## src/rtl/spi_regs_pkg.sv

```systemverilog
// Shared definitions for the synchronous SPI register bank.
// Holds the frame-width derivation, the position of the R/W flag,
// the FSM state encoding and the indices of the control registers
// that the top level consumes (LED, mux select, DAC control).
package spi_regs_pkg;

  // Control register indices used by the top level
  localparam int REG_LED = 7;
  localparam int REG_MUX = 8;
  localparam int REG_DAC = 9;

  typedef enum logic [1:0] {
    IDLE   = 2'd0,
    SHIFT  = 2'd1,
    COMMIT = 2'd2
  } spi_state_t;

  // A frame is one address byte followed by one data word
  function automatic int frame_w(input int addr_w, input int data_w);
    return addr_w + data_w;
  endfunction

  // The R/W flag is the MSB of the address field
  function automatic int rw_bit(input int addr_w);
    return addr_w - 1;
  endfunction

endpackage

```

## src/rtl/spi_sync_edge.sv

```systemverilog
// Two-flop synchroniser for one asynchronous SPI pin, with a history
// flop that yields single-clk rise/fall pulses on the synchronised copy.
// Ports:
//   clk, rst_n : system clock, synchronous active-low reset
//   din        : asynchronous pin
//   level      : synchronised level
//   rise, fall : one-clk pulses on synchronised edges
// All stages reset low. For chip select this means a frame that is
// already in progress (pin low) at reset release produces no falling
// edge and is therefore ignored until CS is next asserted.
module spi_sync_edge (
  input  logic clk,
  input  logic rst_n,
  input  logic din,
  output logic level,
  output logic rise,
  output logic fall
);

  // sync_r[0..1] synchronise, sync_r[2] holds the previous synchronised value
  logic [2:0] sync_r;

  // Synchroniser and edge-history shift chain
  always_ff @(posedge clk) begin
    if (!rst_n) begin
      sync_r <= 3'b000;
    end else begin
      sync_r <= {sync_r[1:0], din};
    end
  end

  assign level = sync_r[1];
  assign rise  = sync_r[1] & ~sync_r[2];
  assign fall  = ~sync_r[1] & sync_r[2];

endmodule

```

## src/rtl/spi_reg_bank_sync.sv

```systemverilog
// SPI-slave (mode 1) register bank with readback, fully in the clk domain.
// Frame = R/W flag, register index, data word (MSB first). Writes commit
// only for frames of exactly FRAME_W bits to an implemented register.
// Ports:
//   clk, rst_n         : system clock, synchronous active-low reset
//   spi_clk, spi_cs_n  : SPI SCK (CPOL=0) and chip select, asynchronous
//   special_n          : bank select, sampled only when CS is asserted
//   spi_mosi/spi_miso  : serial data in/out
//   miso_oe            : high while a selected frame is shifting
//   regs_flat          : all registers, register i at [i*DATA_W +: DATA_W]
//   wr_strobe/wr_index : commit pulse and index of the last write
//   frame_err          : pulse when a selected frame is rejected
module spi_reg_bank_sync
  import spi_regs_pkg::*;
#(
  parameter int ADDR_W = 8,
  parameter int DATA_W = 8,
  parameter int NREGS  = 16,
  parameter logic [NREGS*DATA_W-1:0] RST_VAL = '0
) (
  input  logic                      clk,
  input  logic                      rst_n,
  input  logic                      spi_clk,
  input  logic                      spi_cs_n,
  input  logic                      special_n,
  input  logic                      spi_mosi,
  output logic                      spi_miso,
  output logic                      miso_oe,
  output logic [NREGS*DATA_W-1:0]   regs_flat,
  output logic                      wr_strobe,
  output logic [ADDR_W-2:0]         wr_index,
  output logic                      frame_err
);

  localparam int FRAME_W = frame_w(ADDR_W, DATA_W);
  localparam int RW_POS  = rw_bit(ADDR_W);
  localparam int IDX_W   = ADDR_W - 1;
  localparam int CNT_W   = $clog2(FRAME_W + 2);
  localparam int OCNT_W  = $clog2(DATA_W + 1);
  localparam int RA_W    = (NREGS > 1) ? $clog2(NREGS) : 1;

  localparam logic [CNT_W-1:0]  CNT_ONE     = CNT_W'(1);
  localparam logic [CNT_W-1:0]  CNT_ADDR_M1 = CNT_W'(ADDR_W - 1);
  localparam logic [CNT_W-1:0]  CNT_FRAME   = CNT_W'(FRAME_W);
  localparam logic [CNT_W-1:0]  CNT_SAT     = CNT_W'(FRAME_W + 1);
  localparam logic [OCNT_W-1:0] OCNT_ONE    = OCNT_W'(1);
  localparam logic [OCNT_W-1:0] OCNT_FULL   = OCNT_W'(DATA_W);
  localparam logic [IDX_W:0]    NREGS_C     = (IDX_W + 1)'(NREGS);

  // Synchronised pins and edge pulses
  logic sck_lvl_s, sck_rise_s, sck_fall_s;
  logic cs_lvl_s, cs_rise_s, cs_fall_s;
  logic mosi_s, mosi_rise_s, mosi_fall_s;
  logic special_s, special_rise_s, special_fall_s;
  logic unused_s;

  spi_sync_edge u_sck  (.clk(clk), .rst_n(rst_n), .din(spi_clk),
                        .level(sck_lvl_s), .rise(sck_rise_s), .fall(sck_fall_s));
  spi_sync_edge u_cs   (.clk(clk), .rst_n(rst_n), .din(spi_cs_n),
                        .level(cs_lvl_s), .rise(cs_rise_s), .fall(cs_fall_s));
  spi_sync_edge u_mosi (.clk(clk), .rst_n(rst_n), .din(spi_mosi),
                        .level(mosi_s), .rise(mosi_rise_s), .fall(mosi_fall_s));
  spi_sync_edge u_spec (.clk(clk), .rst_n(rst_n), .din(special_n),
                        .level(special_s), .rise(special_rise_s), .fall(special_fall_s));

  assign unused_s = ^{sck_lvl_s, cs_lvl_s, mosi_rise_s, mosi_fall_s,
                      special_rise_s, special_fall_s};

  // State
  spi_state_t         state_r;
  logic [CNT_W-1:0]   cnt_r;
  logic [FRAME_W-1:0] shift_r;
  logic [DATA_W-1:0]  out_r;
  logic [OCNT_W-1:0]  out_left_r;
  logic               miso_r;
  logic               oe_r;
  logic               wr_strobe_r;
  logic               frame_err_r;
  logic [IDX_W-1:0]   wr_index_r;
  logic [DATA_W-1:0]  regs_r [NREGS];

  // Address field as it stands once the bit being sampled has shifted in;
  // used to preload read data on the last address bit.
  logic [ADDR_W-1:0]  addr_next_s;
  logic [IDX_W-1:0]   rd_idx_s;
  logic               rd_hit_s;
  logic [DATA_W-1:0]  rd_data_s;

  assign addr_next_s = {shift_r[ADDR_W-2:0], mosi_s};
  assign rd_idx_s    = addr_next_s[IDX_W-1:0];
  assign rd_hit_s    = ({1'b0, rd_idx_s} < NREGS_C);
  assign rd_data_s   = rd_hit_s ? regs_r[rd_idx_s[RA_W-1:0]] : {DATA_W{1'b0}};

  // Completed frame fields
  logic               frame_rw_s;
  logic [IDX_W-1:0]   frame_idx_s;
  logic [DATA_W-1:0]  frame_data_s;
  logic               frame_hit_s;
  logic               commit_wr_s;
  logic               commit_err_s;

  assign frame_rw_s   = shift_r[FRAME_W-1];
  assign frame_idx_s  = shift_r[FRAME_W-2:DATA_W];
  assign frame_data_s = shift_r[DATA_W-1:0];
  assign frame_hit_s  = ({1'b0, frame_idx_s} < NREGS_C);

  // Commit decision for the frame that has just ended
  always_comb begin
    commit_wr_s  = 1'b0;
    commit_err_s = 1'b0;
    if (state_r == COMMIT) begin
      if (cnt_r != CNT_FRAME) begin
        commit_err_s = 1'b1;
      end else if (frame_rw_s) begin
        commit_wr_s  = 1'b0;
        commit_err_s = 1'b0;
      end else if (frame_hit_s) begin
        commit_wr_s = 1'b1;
      end else begin
        commit_err_s = 1'b1;
      end
    end else begin
      commit_wr_s  = 1'b0;
      commit_err_s = 1'b0;
    end
  end

  // Frame FSM: shifting, read preload, MISO drive and commit pulses
  always_ff @(posedge clk) begin
    if (!rst_n) begin
      state_r     <= IDLE;
      cnt_r       <= '0;
      shift_r     <= '0;
      out_r       <= '0;
      out_left_r  <= '0;
      miso_r      <= 1'b0;
      oe_r        <= 1'b0;
      wr_strobe_r <= 1'b0;
      frame_err_r <= 1'b0;
      wr_index_r  <= '0;
    end else begin
      wr_strobe_r <= 1'b0;
      frame_err_r <= 1'b0;
      case (state_r)
        IDLE: begin
          if (cs_fall_s && !special_s) begin
            state_r    <= SHIFT;
            cnt_r      <= '0;
            shift_r    <= '0;
            out_r      <= '0;
            out_left_r <= '0;
            miso_r     <= 1'b0;
            oe_r       <= 1'b1;
          end
        end
        SHIFT: begin
          // CS deassertion takes priority; a coincident SCK edge is dropped
          if (cs_rise_s) begin
            state_r <= COMMIT;
            oe_r    <= 1'b0;
            miso_r  <= 1'b0;
          end else if (sck_fall_s) begin
            shift_r <= {shift_r[FRAME_W-2:0], mosi_s};
            if (cnt_r != CNT_SAT) begin
              cnt_r <= cnt_r + CNT_ONE;
            end
            if ((cnt_r == CNT_ADDR_M1) && addr_next_s[RW_POS]) begin
              out_r      <= rd_data_s;
              out_left_r <= OCNT_FULL;
            end
          end else if (sck_rise_s) begin
            if (out_left_r != '0) begin
              miso_r     <= out_r[DATA_W-1];
              out_r      <= {out_r[DATA_W-2:0], 1'b0};
              out_left_r <= out_left_r - OCNT_ONE;
            end else begin
              miso_r <= 1'b0;
            end
          end
        end
        COMMIT: begin
          state_r     <= IDLE;
          wr_strobe_r <= commit_wr_s;
          frame_err_r <= commit_err_s;
          if (commit_wr_s) begin
            wr_index_r <= frame_idx_s;
          end
        end
        default: begin
          state_r <= IDLE;
        end
      endcase
    end
  end

  // Register array: reset image and committed writes
  always_ff @(posedge clk) begin
    if (!rst_n) begin
      for (int i = 0; i < NREGS; i++) begin
        regs_r[i] <= RST_VAL[i*DATA_W +: DATA_W];
      end
    end else if (commit_wr_s) begin
      regs_r[frame_idx_s[RA_W-1:0]] <= frame_data_s;
    end
  end

  for (genvar g = 0; g < NREGS; g++) begin : g_flat
    assign regs_flat[g*DATA_W +: DATA_W] = regs_r[g];
  end

  assign spi_miso  = miso_r;
  assign miso_oe   = oe_r;
  assign wr_strobe = wr_strobe_r;
  assign wr_index  = wr_index_r;
  assign frame_err = frame_err_r;

endmodule

```

## config.mk

```make
export PLATFORM = sky130hd
export DESIGN_NAME = spi_reg_bank_sync
export DESIGN_NICKNAME = d
export VERILOG_FILES = /design/src/rtl/spi_regs_pkg.sv /design/src/rtl/spi_sync_edge.sv /design/src/rtl/spi_reg_bank_sync.sv
export SDC_FILE = /design/constraint.sdc
export NUM_CORES = 1
export LEC_CHECK = 0
export CAP_MARGIN = 5
export CORE_MARGIN = 2
export CORE_UTILIZATION = 48
export CTS_CLUSTER_DIAMETER = 30
export DETAILED_ROUTE_END_ITERATION = 6
export PLACE_DENSITY = 0.81
export SYNTH_ARGS = -nofsm -noshare
export SYNTH_HDL_FRONTEND = slang
export SYNTH_HIERARCHICAL = 1
export SYNTH_SLANG_ARGS = --single-unit
```

## constraint.sdc

```tcl
create_clock -name clk -period 2.57 [get_ports clk]
set_clock_uncertainty 0.15 [all_clocks]
set_input_delay 0.6425 -clock clk [delete_from_list [all_inputs] [get_ports clk]]
set_output_delay 0.6425 -clock clk [all_outputs]
set_load 0.1 [all_outputs]
```

==> results of run 1 <==
final cells by class:
cell class	count	share of cell area, %
sequential	184	47.53
clock inverter	5	0.6107
inverter	7	0.2515
multi-input combinational	393	29.17
clock buffer	27	4.718
timing repair buffer	205	15.09
tap	220	2.634
layer usage:
layer / vias up / share of wire, % / GRT usage, %
li1: 2638 / - / -
met1: 2947 / 40 / 31.85
met2: 281 / 51 / 41.20
met3: 36 / 7.2 / 5.105
met4: 0 / 2.1 / 8.538
met5: - / 0 / 0
worst max-delay path by stage:
stage / from / to
floorplan: rst_n / regs_r[7][0]
global placement: rst_n / regs_r[7][2]
detailed placement: rst_n / regs_r[7][2]
CTS: rst_n / regs_r[7][2]
global route: cnt_r[4] / regs_r[6][6]
finish: rst_n / regs_r[7][1]
metrics by stage:
step,setup WS [ns],cell area [µm²],power [mW],setup TNS [ns],cells
finish,0.08382,10450,7.090,0,1041
global route,0.01395,10450,7.267,0,1041
CTS,0.05173,10450,7.113,0,1041
detailed placement,-0.3882,9892,4.664,-33.67,1009
global placement,-0.3789,9892,4.650,-25.92,1009
floorplan,0.03440,8200,4.365,0,623
state kept, by name (all words and copies together), names as in the netlist, 2 cells and up:
name / count
shift_r: 16
u_sck/sync_r: 3
regs_r: 128
cnt_r: 5
out_r: 8
u_spec/sync_r: 2
out_left_r: 4
u_cs/sync_r: 3
u_mosi/sync_r: 2
wr_index: 7
state_r: 2
power by group through the flow:
stage,Combinational [mW],Clock [mW],Sequential [mW]
after floorplan,0.174,0,4.19
after CTS,1.24,2.51,3.37
after global routing,1.26,2.63,3.38
final,1.24,2.48,3.37
after detailed placement,1.23,0,3.43
after global placement,1.23,0,3.42
worst max-delay path, delay by kind of cell:
kind | cells | cell delay (ns)
buffers and inverters | 3 | 0.91
and+or+nand+nor | 2 | 0.76
AOI/OAI and AO/OA | 1 | 0.15
==> flow_summary.yaml, run 1 <==
setup_path:
  reg2reg_depth: 6
  timing.critical_path.required_ns: 2.56
  timing.reg2reg.setup_slack_ns: 0.13
  timing.critical_path.to_type: "register"
  critical_path_arrival_ns: 2.47
  startpoint_type: "input port"
  timing.rr.start: "cnt_r[4]"
  worst_path_most_repeated_cell: "buf_4"
  critical_path_class: "input port to register"
  critPathSlowestCell: "or4b_4"
  critical-path-max-stage-delay_ns: 0.60
  critical_path_peak_fanout: 8
  worstPathCellList: "clkdlybuf4s50_1 -> nand3_1 -> or4b_4 -> buf_4 -> o21ai_0 -> buf_4"
  timing.rr.end: "regs_r[7][1]"
min_path:
  worstHoldPathType: "register to register"
  hold-path-cell-count: 1
  timing.hold.worst.start: "u_sck/sync_r[0]"
  worst_hold_path.endpoint: "u_sck/sync_r[1]"
drt:
  wl_per_cell_um: 21.30
  route.vias.total: 5902
  ant_nets: 0
  wirelength_um: 22180
  dr.pass1.iters: 5
  route.detailed.drc: 0
  detail_route.vias_per_cell: 5.670
  drtIter0Drc: 545
power:
  pwr-share-comb_pct: 17.4
  register_share_of_total_power_pct: 47.5
  p_sw_mw: 2.133
  clkPwrFrac_pct: 35.0
  power-per-cell-area_mw_per_mm2: 678.6
  p_int_mw: 4.958
  p_sw_share_pct: 30.08
  ir_drop_uv: 445.9
  power.static_leakage_nw: 3.983
placement:
  gp_routability_congestion: 0.8672
  io_buffer_count: 144
  dp.final_hpwl_um: 15500
layout:
  antenna_cells: 0
  fin_util_pct: 62.78
  finish.net_count: 819
  area_growth_pct: 27.42
  footprint_of_the_multi_input_gates_mm2: 0.003048
  final_layout_size_suffix_gt1_share_pct: 33.25
  register_area_mm2: 0.004966
  num-fill-cells: 1243
  top_library_cells_by_usage_in_the_layout_fill_and_taps_aside: "buf_4 (198), and2_1 (141), edfxtp_1 (128)"
  mostFrequentLayoutCell: "buf_4"
flow_run:
  max_cap_viols: 0
floorplanning:
  floorplan.die.height_um: 134.7
  floorplan.io_pins: 145
  design.die.area_mm2: 0.01815
  design.core.area_mm2: 0.01664
  initial_core_util_pct: 49.27
  die_width_um: 134.7
  placement_rows: 47
global_routing:
  globalRouteTotalUtil_pct: 24.55
  grt-ovfl-total: 0
  largest_net_degree_at_the_start_of_global_routing: 45
  antenna_found_initial: 0
  grt_pass1_vias: 5758
  wire_length_of_the_first_global_routing_pass_um: 33220
clock_network:
  cts_buffer_depth: 2
  clk-insertion-delay-late_ns: 0.43
  sinks_on_the_clock_net: 184
  post_cts.resized_instances: 0
  post_cts_buffers: 0
  ctsRootBufferMaster: "clkbuf_16"
  cts_tree: "yes"
  cts.clk_slew.worst_paths_ns: 0.06
  numCtsBuffers: 17
  count_of_hold_buffers_inserted_by_post_cts_repair: 0
  ctsHtreeMaxLevel: 4
timing:
  slew_violations: 0
  final_min_period_over_clock_period_pct: 96.74
  timing_worst_slew_pin_value_ns: 0.7346
  layout_min_cycle_time_ns: 2.486
  fmaxAchievable_mhz: 402.2
  final_hold_viol_count: 0
  setup_repair_after_global_routing_missed_its_margin: "false"
  hold_slack_final_ns: 0.2842
  worst_slew_margin_rel_pct: 50.96
  setup-violations-final: 0
synthesis:
  netlist_area_mm2: 0.008200
  yosys_warnings: 6
  synth.net_count: 634
  synth.avg_cell_area_um2: 13.16
  postSynthCellCount: 623
outcome:
  status: "complete, no violations"
(Power assumes the default switching activity.)
==> run 2: changes to the inputs <==
CTS_CLUSTER_SIZE = 8   (was unset)
SKIP_LAST_GASP = 1   (was unset)
==> results of run 2 <==
No change in the layout: final DEF, timing and power equal those of run 1.
